$ cat config.mk
export PLATFORM = sky130hd
export DESIGN_NAME = gate_emulator
export DESIGN_NICKNAME = d
export VERILOG_FILES = /design/src/rtl/gate_emu_pkg.sv /design/src/rtl/gate_emu_sync.sv /design/src/rtl/gate_emulator.sv
export SDC_FILE = /design/constraint.sdc
export NUM_CORES = 1
export LEC_CHECK = 0
export CAP_MARGIN = 30
export CORE_UTILIZATION = 45
export DETAILED_ROUTE_END_ITERATION = 6
export HOLD_SLACK_MARGIN = 0.08
export PLACE_DENSITY = 0.7
export SYNTH_ARGS = -nofsm -noshare
export SYNTH_HDL_FRONTEND = slang
export SYNTH_SLANG_ARGS = --single-unit
$ cat constraint.sdc
create_clock -name CLOCK_50 -period 4.1 [get_ports CLOCK_50]
set_clock_uncertainty 0.2 [all_clocks]
set_input_delay 1.025 -clock CLOCK_50 [delete_from_list [all_inputs] [get_ports CLOCK_50]]
set_output_delay 1.025 -clock CLOCK_50 [all_outputs]
set_load 0.005 [all_outputs]
$ cat src/rtl/gate_emu_pkg.sv
// Shared definitions for the gate emulator: gate codes (also used by the gate tester),
// FSM state encoding and output-pin masks.
package gate_emu_pkg;

  typedef enum logic [2:0] {
    GateNone = 3'd0,
    GateNot  = 3'd1,
    GateAnd  = 3'd2,
    GateOr   = 3'd3,
    GateXor  = 3'd4
  } gate_e;

  typedef enum logic [1:0] {
    StIdle = 2'd0,
    StArm  = 2'd1,
    StRun  = 2'd2
  } state_e;

  localparam int unsigned NumPins = 12;
  localparam logic [11:0] NotMask = 12'hAAA;
  localparam logic [11:0] TwoInMask = 12'h924;

  function automatic logic gate_valid(logic [2:0] code);
    return (code >= 3'd1) && (code <= 3'd4);
  endfunction

  function automatic logic [11:0] out_mask(gate_e g);
    logic [11:0] m;
    case (g)
      GateNot:                  m = NotMask;
      GateAnd, GateOr, GateXor: m = TwoInMask;
      default:                  m = '0;
    endcase
    return m;
  endfunction

  function automatic logic gate_eval2(gate_e g, logic a, logic b);
    logic r;
    case (g)
      GateAnd: r = a & b;
      GateOr:  r = a | b;
      GateXor: r = a ^ b;
      default: r = 1'b0;
    endcase
    return r;
  endfunction

endpackage

$ cat src/rtl/gate_emu_sync.sv
// Two-flop synchronizer for asynchronous input levels, async active-low reset.
module gate_emu_sync #(
  parameter int unsigned WIDTH = 1
) (
  input  logic             clk,
  input  logic             rst_n,
  input  logic [WIDTH-1:0] d,
  output logic [WIDTH-1:0] q
);

  logic [WIDTH-1:0] meta_q;
  logic [WIDTH-1:0] sync_q;

  always_ff @(posedge clk or negedge rst_n) begin
    if (!rst_n) begin
      meta_q <= '0;
      sync_q <= '0;
    end else begin
      meta_q <= d;
      sync_q <= meta_q;
    end
  end

  assign q = sync_q;

endmodule

$ cat src/rtl/gate_emulator.sv
// Emulates NOT/AND/OR/XOR gates on a 12-pin header with an IDLE/ARM/RUN handshake.
// Optional GATE_EMU_FAULT_INJECT_EN adds per-slot output inversion via fault_mask.
module gate_emulator
  import gate_emu_pkg::*;
#(
  parameter int unsigned DELAY  = 2,
  parameter int unsigned SETTLE = 4
) (
  input  logic        CLOCK_50,
  input  logic        reset_n,
  input  logic        enable,
  input  logic [2:0]  gate_type,
  input  logic [11:0] pins_in,
  input  logic [5:0]  fault_mask,
  output logic [11:0] pins_out,
  output logic [11:0] pins_dir,
  output logic [1:0]  state,
  output logic [15:0] eval_cnt
);

  localparam int unsigned ArmW = $clog2(SETTLE + 1);

  if (DELAY < 1 || DELAY > 8 || SETTLE < DELAY + 2) begin : g_param_check
    $error("gate_emulator: DELAY must be 1..8 and SETTLE >= DELAY+2");
  end

  logic [11:0] pins_sync;
  logic [11:0] gate_out;
  logic [11:0] pipe_q [DELAY];

  state_e          state_q, state_d;
  gate_e           type_q, type_d;
  logic [ArmW-1:0] arm_cnt_q, arm_cnt_d;
  logic [15:0]     eval_q, eval_d;
  logic [11:0]     dir_q, dir_d;
  logic [11:0]     prev_out_q;
  logic            abort;

`ifndef GATE_EMU_FAULT_INJECT_EN
  logic unused_fault_mask;
  assign unused_fault_mask = ^fault_mask;
`endif

  gate_emu_sync #(
    .WIDTH(NumPins)
  ) u_sync (
    .clk  (CLOCK_50),
    .rst_n(reset_n),
    .d    (pins_in),
    .q    (pins_sync)
  );

  always_comb begin
    gate_out = '0;
    unique case (type_q)
      GateNot: begin
        for (int k = 0; k < 6; k++) begin
`ifdef GATE_EMU_FAULT_INJECT_EN
          gate_out[2*k+1] = ~pins_sync[2*k] ^ fault_mask[k];
`else
          gate_out[2*k+1] = ~pins_sync[2*k];
`endif
        end
      end
      GateAnd, GateOr, GateXor: begin
        for (int k = 0; k < 4; k++) begin
`ifdef GATE_EMU_FAULT_INJECT_EN
          gate_out[3*k+2] = gate_eval2(type_q, pins_sync[3*k], pins_sync[3*k+1]) ^ fault_mask[k];
`else
          gate_out[3*k+2] = gate_eval2(type_q, pins_sync[3*k], pins_sync[3*k+1]);
`endif
        end
      end
      default: ;
    endcase
  end

  // Pipeline runs in every state so it is already primed when ARM hands over to RUN.
  always_ff @(posedge CLOCK_50 or negedge reset_n) begin
    if (!reset_n) begin
      for (int i = 0; i < int'(DELAY); i++) pipe_q[i] <= '0;
    end else begin
      pipe_q[0] <= gate_out;
      for (int i = 1; i < int'(DELAY); i++) pipe_q[i] <= pipe_q[i-1];
    end
  end

  always_comb begin
    pins_out = '0;
    if (state_q == StRun) pins_out = pipe_q[DELAY-1] & out_mask(type_q);
  end

  always_comb begin
    state_d   = state_q;
    type_d    = type_q;
    arm_cnt_d = arm_cnt_q;
    eval_d    = eval_q;
    abort     = !enable || (gate_type != type_q);
    unique case (state_q)
      StIdle: begin
        if (enable && gate_valid(gate_type)) begin
          type_d    = gate_e'(gate_type);
          arm_cnt_d = '0;
          eval_d    = '0;
          state_d   = StArm;
        end
      end
      StArm: begin
        if (abort) begin
          state_d = StIdle;
        end else if (arm_cnt_q == ArmW'(SETTLE - 1)) begin
          state_d = StRun;
        end else begin
          arm_cnt_d = arm_cnt_q + 1'b1;
        end
      end
      StRun: begin
        if ((|((pins_out ^ prev_out_q) & out_mask(type_q))) && (eval_q != 16'hFFFF)) begin
          eval_d = eval_q + 16'd1;
        end
        if (abort) state_d = StIdle;
      end
      default: state_d = StIdle;
    endcase
    dir_d = (state_d == StRun) ? out_mask(type_d) : '0;
  end

  always_ff @(posedge CLOCK_50 or negedge reset_n) begin
    if (!reset_n) begin
      state_q    <= StIdle;
      type_q     <= GateNone;
      arm_cnt_q  <= '0;
      eval_q     <= '0;
      dir_q      <= '0;
      prev_out_q <= '0;
    end else begin
      state_q    <= state_d;
      type_q     <= type_d;
      arm_cnt_q  <= arm_cnt_d;
      eval_q     <= eval_d;
      dir_q      <= dir_d;
      prev_out_q <= pins_out;
    end
  end

  assign pins_dir = dir_q;
  assign state    = state_q;
  assign eval_cnt = eval_q;

endmodule

## Yosys cells after proc, flatten, opt, wreduce, memory -nomap -nowiden

Cells that the tools add are included.
W data, S select, Z words.

| cells by class | value |
|---|---|
| reduce and logical (&&, ||, !) cells | 13 |
| bitwise gates (word level) | 21 |
| magnitude comparators | 2 |
| add/subtract/negate cells | 2 |
| shift-type cells | 0 |
| divide/modulo/power cells | 0 |
| muxes and demuxes | 31 |
| multipliers | 0 |
| equality and inequality tests | 18 |

Operators with widths:

| kind | number |
|---|---|
| $pmux W12 S2 | 2 |
| $mux W12 | 3 |
| $mux W16 | 2 |
| $pmux W16 S2 | 1 |
| $and A12 B12 Y12 | 2 |
| $add A16 B1 Y16 const B | 1 |
| $ne A16 B16 Y1 const B | 1 |
| $eq A3 B2 Y1 const B | 5 |
| $mux W3 | 5 |
| $pmux W1 S3 | 4 |
| $reduce_or A12 Y1 | 1 |
| $xor A12 B12 Y12 | 1 |
| $mux W2 | 4 |
| $eq A3 B1 Y1 const B | 2 |
| $eq A3 B3 Y1 const B | 2 |
| $mux W1 | 6 |
| $ne A2 B2 Y1 const B | 3 |
| $not A1 Y1 | 6 |
| $pmux W2 S3 | 1 |
| $pmux W3 S2 | 1 |
| $reduce_or A3 Y1 | 2 |
| $and A1 B1 Y1 | 4 |
| $eq A2 B2 Y1 const B | 2 |
| $or A1 B1 Y1 | 4 |
| other kinds (15) | 22 |

| word-level totals | value |
|---|---|
| output and inout port bits | 42 |
| register bits after elaboration | 86 |
| input bits | 24 |
| bits in latches | 0 |
| ROM bits | 0 |
| RAM bits | 0 |
| word-level logic and storage cells | 97 |
| memories | 0 |

## Depth between registers and ports, before layout

| depth | value |
|---|---|
| word-level depth | 12 |
| gate-level depth with buffers | 10 |
| depth with buffers taken out | 7 |

## Modules after synthesis

Synthesis repeated with hierarchy kept, for this count alone.

| second synthesis, totals | value |
|---|---|
| cell total of the unflattened synthesis | 296 |
| area, all modules | 3321.9 um^2 |

Modules (own cells, without submodules):

| module | cells an instance | area an instance (um^2) | sequential area each (um^2) | times used |
|---|---|---|---|---|
| gate_emulator | 272 | 2721.4 | 1276.2 | 1 |
| gate_emu_sync | 24 | 600.6 | 600.6 | 1 |

## Worst setup path before layout

No wires, ideal clock.

| timing | value |
|---|---|
| path kind | input to register |
| start point | in gate_type[1] |
| end point | reg dir_q[8] (netlist: pins_dir[8]) |
| cell stages on the path | 7 |
| arrival | 2.382 ns |
| buffers on the path | 1 |
| data required time | 3.834 ns |
| slack | 1.452 ns |
| path through | or3_1 and4_1 clkbuf_1 mux2i_1 nand3_1 o21ai_0 and2_1 |

| between the ends | value |
|---|---|
| cells in the longest elaborated chain, start to end | 9 |
| elaborated cells on any way between the ends | 20 |

RTL lines:

| item | line | text |
|---|---|---|
| from (decl) | gate_emulator.sv:12 | `input logic [2:0] gate_type,` |
| $ge A3 B1 Y1 / $le A3 B3 Y1 (equally long branches) | gate_emu_pkg.sv:24 | `return (code >= 3'd1) && (code <= 3'd4);` |
| $logic_and A1 B1 Y1 | gate_emu_pkg.sv:24 |  |
| $logic_and A1 B1 Y1 | gate_emulator.sv:101 | `if (enable && gate_valid(gate_type)) begin` |
| $mux W3 | gate_emulator.sv:101 |  |
| $mux W3 | gate_emulator.sv:99 | `unique case (state_q)` |
| $eq A3 B2 Y1 / $eq A3 B3 Y1 (equally long branches) | gate_emu_pkg.sv:29 | `case (g)` |
| $reduce_or A3 Y1 | gate_emu_pkg.sv:29 |  |
| $pmux W12 S2 | gate_emu_pkg.sv:29 |  |
| $mux W12 (*) | gate_emulator.sv:125 | `dir_d = (state_d == StRun) ? out_mask(type_d) : '0;` |
| to (signal assigned) | gate_emulator.sv:141 | `dir_q <= dir_d;` |
| to (decl) | gate_emulator.sv:35 | `logic [11:0] dir_q, dir_d;` |

Mark *: on every way between the ends. The rest lies on a longest branch, timed or not.
A chain may end at the register's enable or synchronous reset.

## Worst setup path after layout

| timing | value |
|---|---|
| start point | reg state_q[1] (netlist: state[1]) |
| end point | out pins_out[11] |

| between the ends | value |
|---|---|
| cells in the longest elaborated chain, start to end | 2 |

RTL lines:

| item | line | text |
|---|---|---|
| from (decl) | gate_emulator.sv:31 | `state_e state_q, state_d;` |
| from (signal assigned) | gate_emulator.sv:130 | `state_q <= StIdle;` |
| from (signal assigned) | gate_emulator.sv:137 | `state_q <= state_d;` |
| $eq A2 B2 Y1 | gate_emulator.sv:90 | `if (state_q == StRun) pins_out = pipe_q[DELAY-1] & out_mask(type_q);` |
| $mux W12 | gate_emulator.sv:90 |  |
| to (decl) | gate_emulator.sv:15 | `output logic [11:0] pins_out,` |

Every way passes these cells.

==> results.md <==
- HPWL after detailed placement: 3990 um
- Async S/R FF share, synth: 100%
- Routed wire length: 5750 um
- # Post-CTS Setup Buffers: 0
- Initial Util: 46.8%
- Clock tree sinks: 71
- Grt ovf: 0
- Placer Congestion: 0.751
- Hold_sp: u_sync.meta_q[2]
- Area grow syn2layout: 19.7%
- CP arrival: 2.15 ns
- Router iterations before antenna repair: 4
- Max IR drop VDD: 0.256 mV
- Vias in the first global route: 2098
- CTS H-tree depth: 3
- Synth warn: 0
- CTS Buf Count: 9
- CTS tree: done
- Final setup TNS: 0 ns
- Hold Crit Depth: 0
- Nets: 367
- Max-Cap Viols: 0
- Largest net degree at the start of global routing: 55
- ANT nets after route: 0
- Fmax: 0.296 GHz
- Synth Cell Area: 3220 um2
- Cells after DPL: 417
- FF-to-FF setup slack: 1.68 ns
- Worst slew margin: 57.1%
- Die height: 86.6 um
- Seq cells post-synth: 71
- Startpoint types: register
- RSZ-0062 raised after global routing: false
- Origin of the critical flop-to-flop path: type_q[0]
- GRT Util Overall: 16.9%
- Register area share after synthesis: 55.2%
- Row count: 30
- DP Area: 3670 um2
- Total Power: 1.45 mW
- Pins Over Slew Limit: 0
- Critical Path RT: 2.87 ns
- Fin Hold WS: 0.152 ns
- Post-layout util: 56.1%
- Number of synthesized flops with an enable pin: 0
- Worst skew pair latency: 0.35 ns
- Period utilization: 82.4%
- Core box area: 6870 um2
- Worst slack at placement: 0.702 ns
- Die W: 86.6 um
- Initial antenna violation count: 0
- Pleak: 1.68 nW
- Die Footprint: 7490 um2
- Clock root cell: clkbuf_8
- Worst-path clk slew: 0.08 ns
- DRC errors left: 0
- HP Class: reg2reg
- PnR worst setup slack: 0.723 ns
- Cells after Synth: 288
- Critical path fanouts, max: 9
- Final instance area: 3850 um2
- Crit. End Element: output port
- Total count of hold-check failures in the final report: 0
- Via count: 2231
- Crit path from: state[1]
- Final Setup Violations: 0
- Kind of critical path: reg2out
- Ys flop type: dfrtp_1
- Final worst path period need: 3.38 ns
- CTS max path bufs: 2
- CTS hold repair buffers: 0
- # IOs: 66
- Via density: 5.15
- Least-Margin Pin Slew: 0.644 ns
- Post-CTS sizing: 0
- Antenna diode count: 0
- Layout filler cell count: 607
- Power Density: 376 nW/um2
- DR WL/cell: 13.3 um
- Run status: complete, no violations
- Initial DRC count: 105
- Non-Filler Instances: 433
- Synth unique cells: 45
- First-pass GRT wire length: 9500 um
- Worst R2R Path Depth: 6
- Share of cells above drive strength 1: 8.90%
- Syn avg cell area: 11.2 um2
- I/O Buffers: 49
==> final cells by class <==
type	instances	area, um2	area share (%)
flip-flops and latches	71	1780	46.1
multi-input cells	187	1230	32.0
repair buffers	50	493	12.8
clock buffers	9	124	3.22
well taps	96	120	3.12
clock inverters	7	58.8	1.53
inverters	13	48.8	1.27
==> cells in the mapped netlist, types with 2 or more instances <==
master,number,area (um2)
dfrtp_1,71,1780
nand2_1,18,67.6
nor2_1,18,67.6
buf_4,14,105
inv_1,13,48.8
ha_1,11,138
a21oi_1,10,50.1
nand3_1,10,50.1
o21ai_0,10,50.1
mux2i_1,8,80.1
o211ai_1,8,60.1
xnor2_1,8,70.1
and3_1,7,43.8
a31oi_1,6,37.5
buf_6,6,67.6
nand4_1,6,37.5
or4_1,6,45.0
o21ai_1,5,25.0
or3_1,5,31.3
and3_2,4,30.0
clkbuf_1,4,15.0
nor3_1,4,20.0
nor4bb_1,4,40.0
o31ai_1,4,30.0
and2_1,3,18.8
and4_1,3,26.3
a22o_1,2,17.5
nor2b_1,2,12.5
or2_2,2,12.5
==> worst paths after layout <==
path                                  endpoint
worst min-delay path               u_sync.q[2]
worst min register to register     u_sync.q[2]
max in group asynchronous       prev_out_q[11]
min in group asynchronous         eval_cnt[11]
worst max register to register    eval_cnt[15]
worst max-delay path              pins_out[11]
==> per-layer routing <==
layer / global-route usage, % / vias to the layer above / share of wire [%]
met2: 28.4 / 44 / 51
met1: 20.3 / 1093 / 43
li1: - / 1083 / -
met5: 0 / - / 0
met4: 7.73 / 0 / 2.0
met3: 4.57 / 11 / 3.8
==> cell families (layout without fill, tap and decap cells) <==
| family | count (synthesis) | after routing | share of synthesized area [%] |
|---|---|---|---|
| flops | 71 | 71 | 55.2 |
| simple gates | 102 | 102 | 18.7 |
| fa+ha+maj | 11 | 11 | 4.28 |
| xor+xnor | 8 | 8 | 2.18 |
| compound gates | 49 | 49 | 9.33 |
| mux | 9 | 9 | 2.84 |
| buf+inv | 37 | 79 | 7.35 |
| other cells | 1 | 8 | 0.117 |
==> report_power, final <==
group	internal (mW)	switching [mW]
sequential	0.747	0.0474
clock	0.225	0.283
combinational	0.0689	0.0781
==> critical path, stage by stage (launching register included) <==
cell,delay (ns)
dfrtp_1,0.46
nor2b_1,0.52
and3_1,0.30
clkdlybuf4s50_1,0.52
==> cells in the final DEF (no fill, tap or decap), types with 2 or more instances in the layout <==
cell type,count
nor2_1,18
o31ai_1,4
o211ai_1,8
a22o_1,2
a21oi_1,10
o21ai_0,10
and4_1,3
dfrtp_1,71
nand3_1,10
ha_1,11
nor3_1,4
nor4bb_1,4
mux2i_1,8
and3_1,7
clkdlybuf4s50_1,48
nand2_1,18
nand4_1,6
or2_2,2
and3_2,4
a31oi_1,6
or4_1,6
clkinv_4,4
inv_1,13
conb_1,8
o21ai_1,5
and2_1,3
nor2b_1,2
clkbuf_8,9
clkinvlp_4,2
xnor2_1,8
or3_1,5
==> state kept, by name, indices dropped and copies added (netlist names) <==
name and count:
arm_cnt_q 3, eval_cnt 16, pins_dir 3, pipe_q 16
prev_out_q 8, state 2, type_q 3, u_sync.meta_q 10
u_sync.q 10
Power figures use the tool's default switching activity.
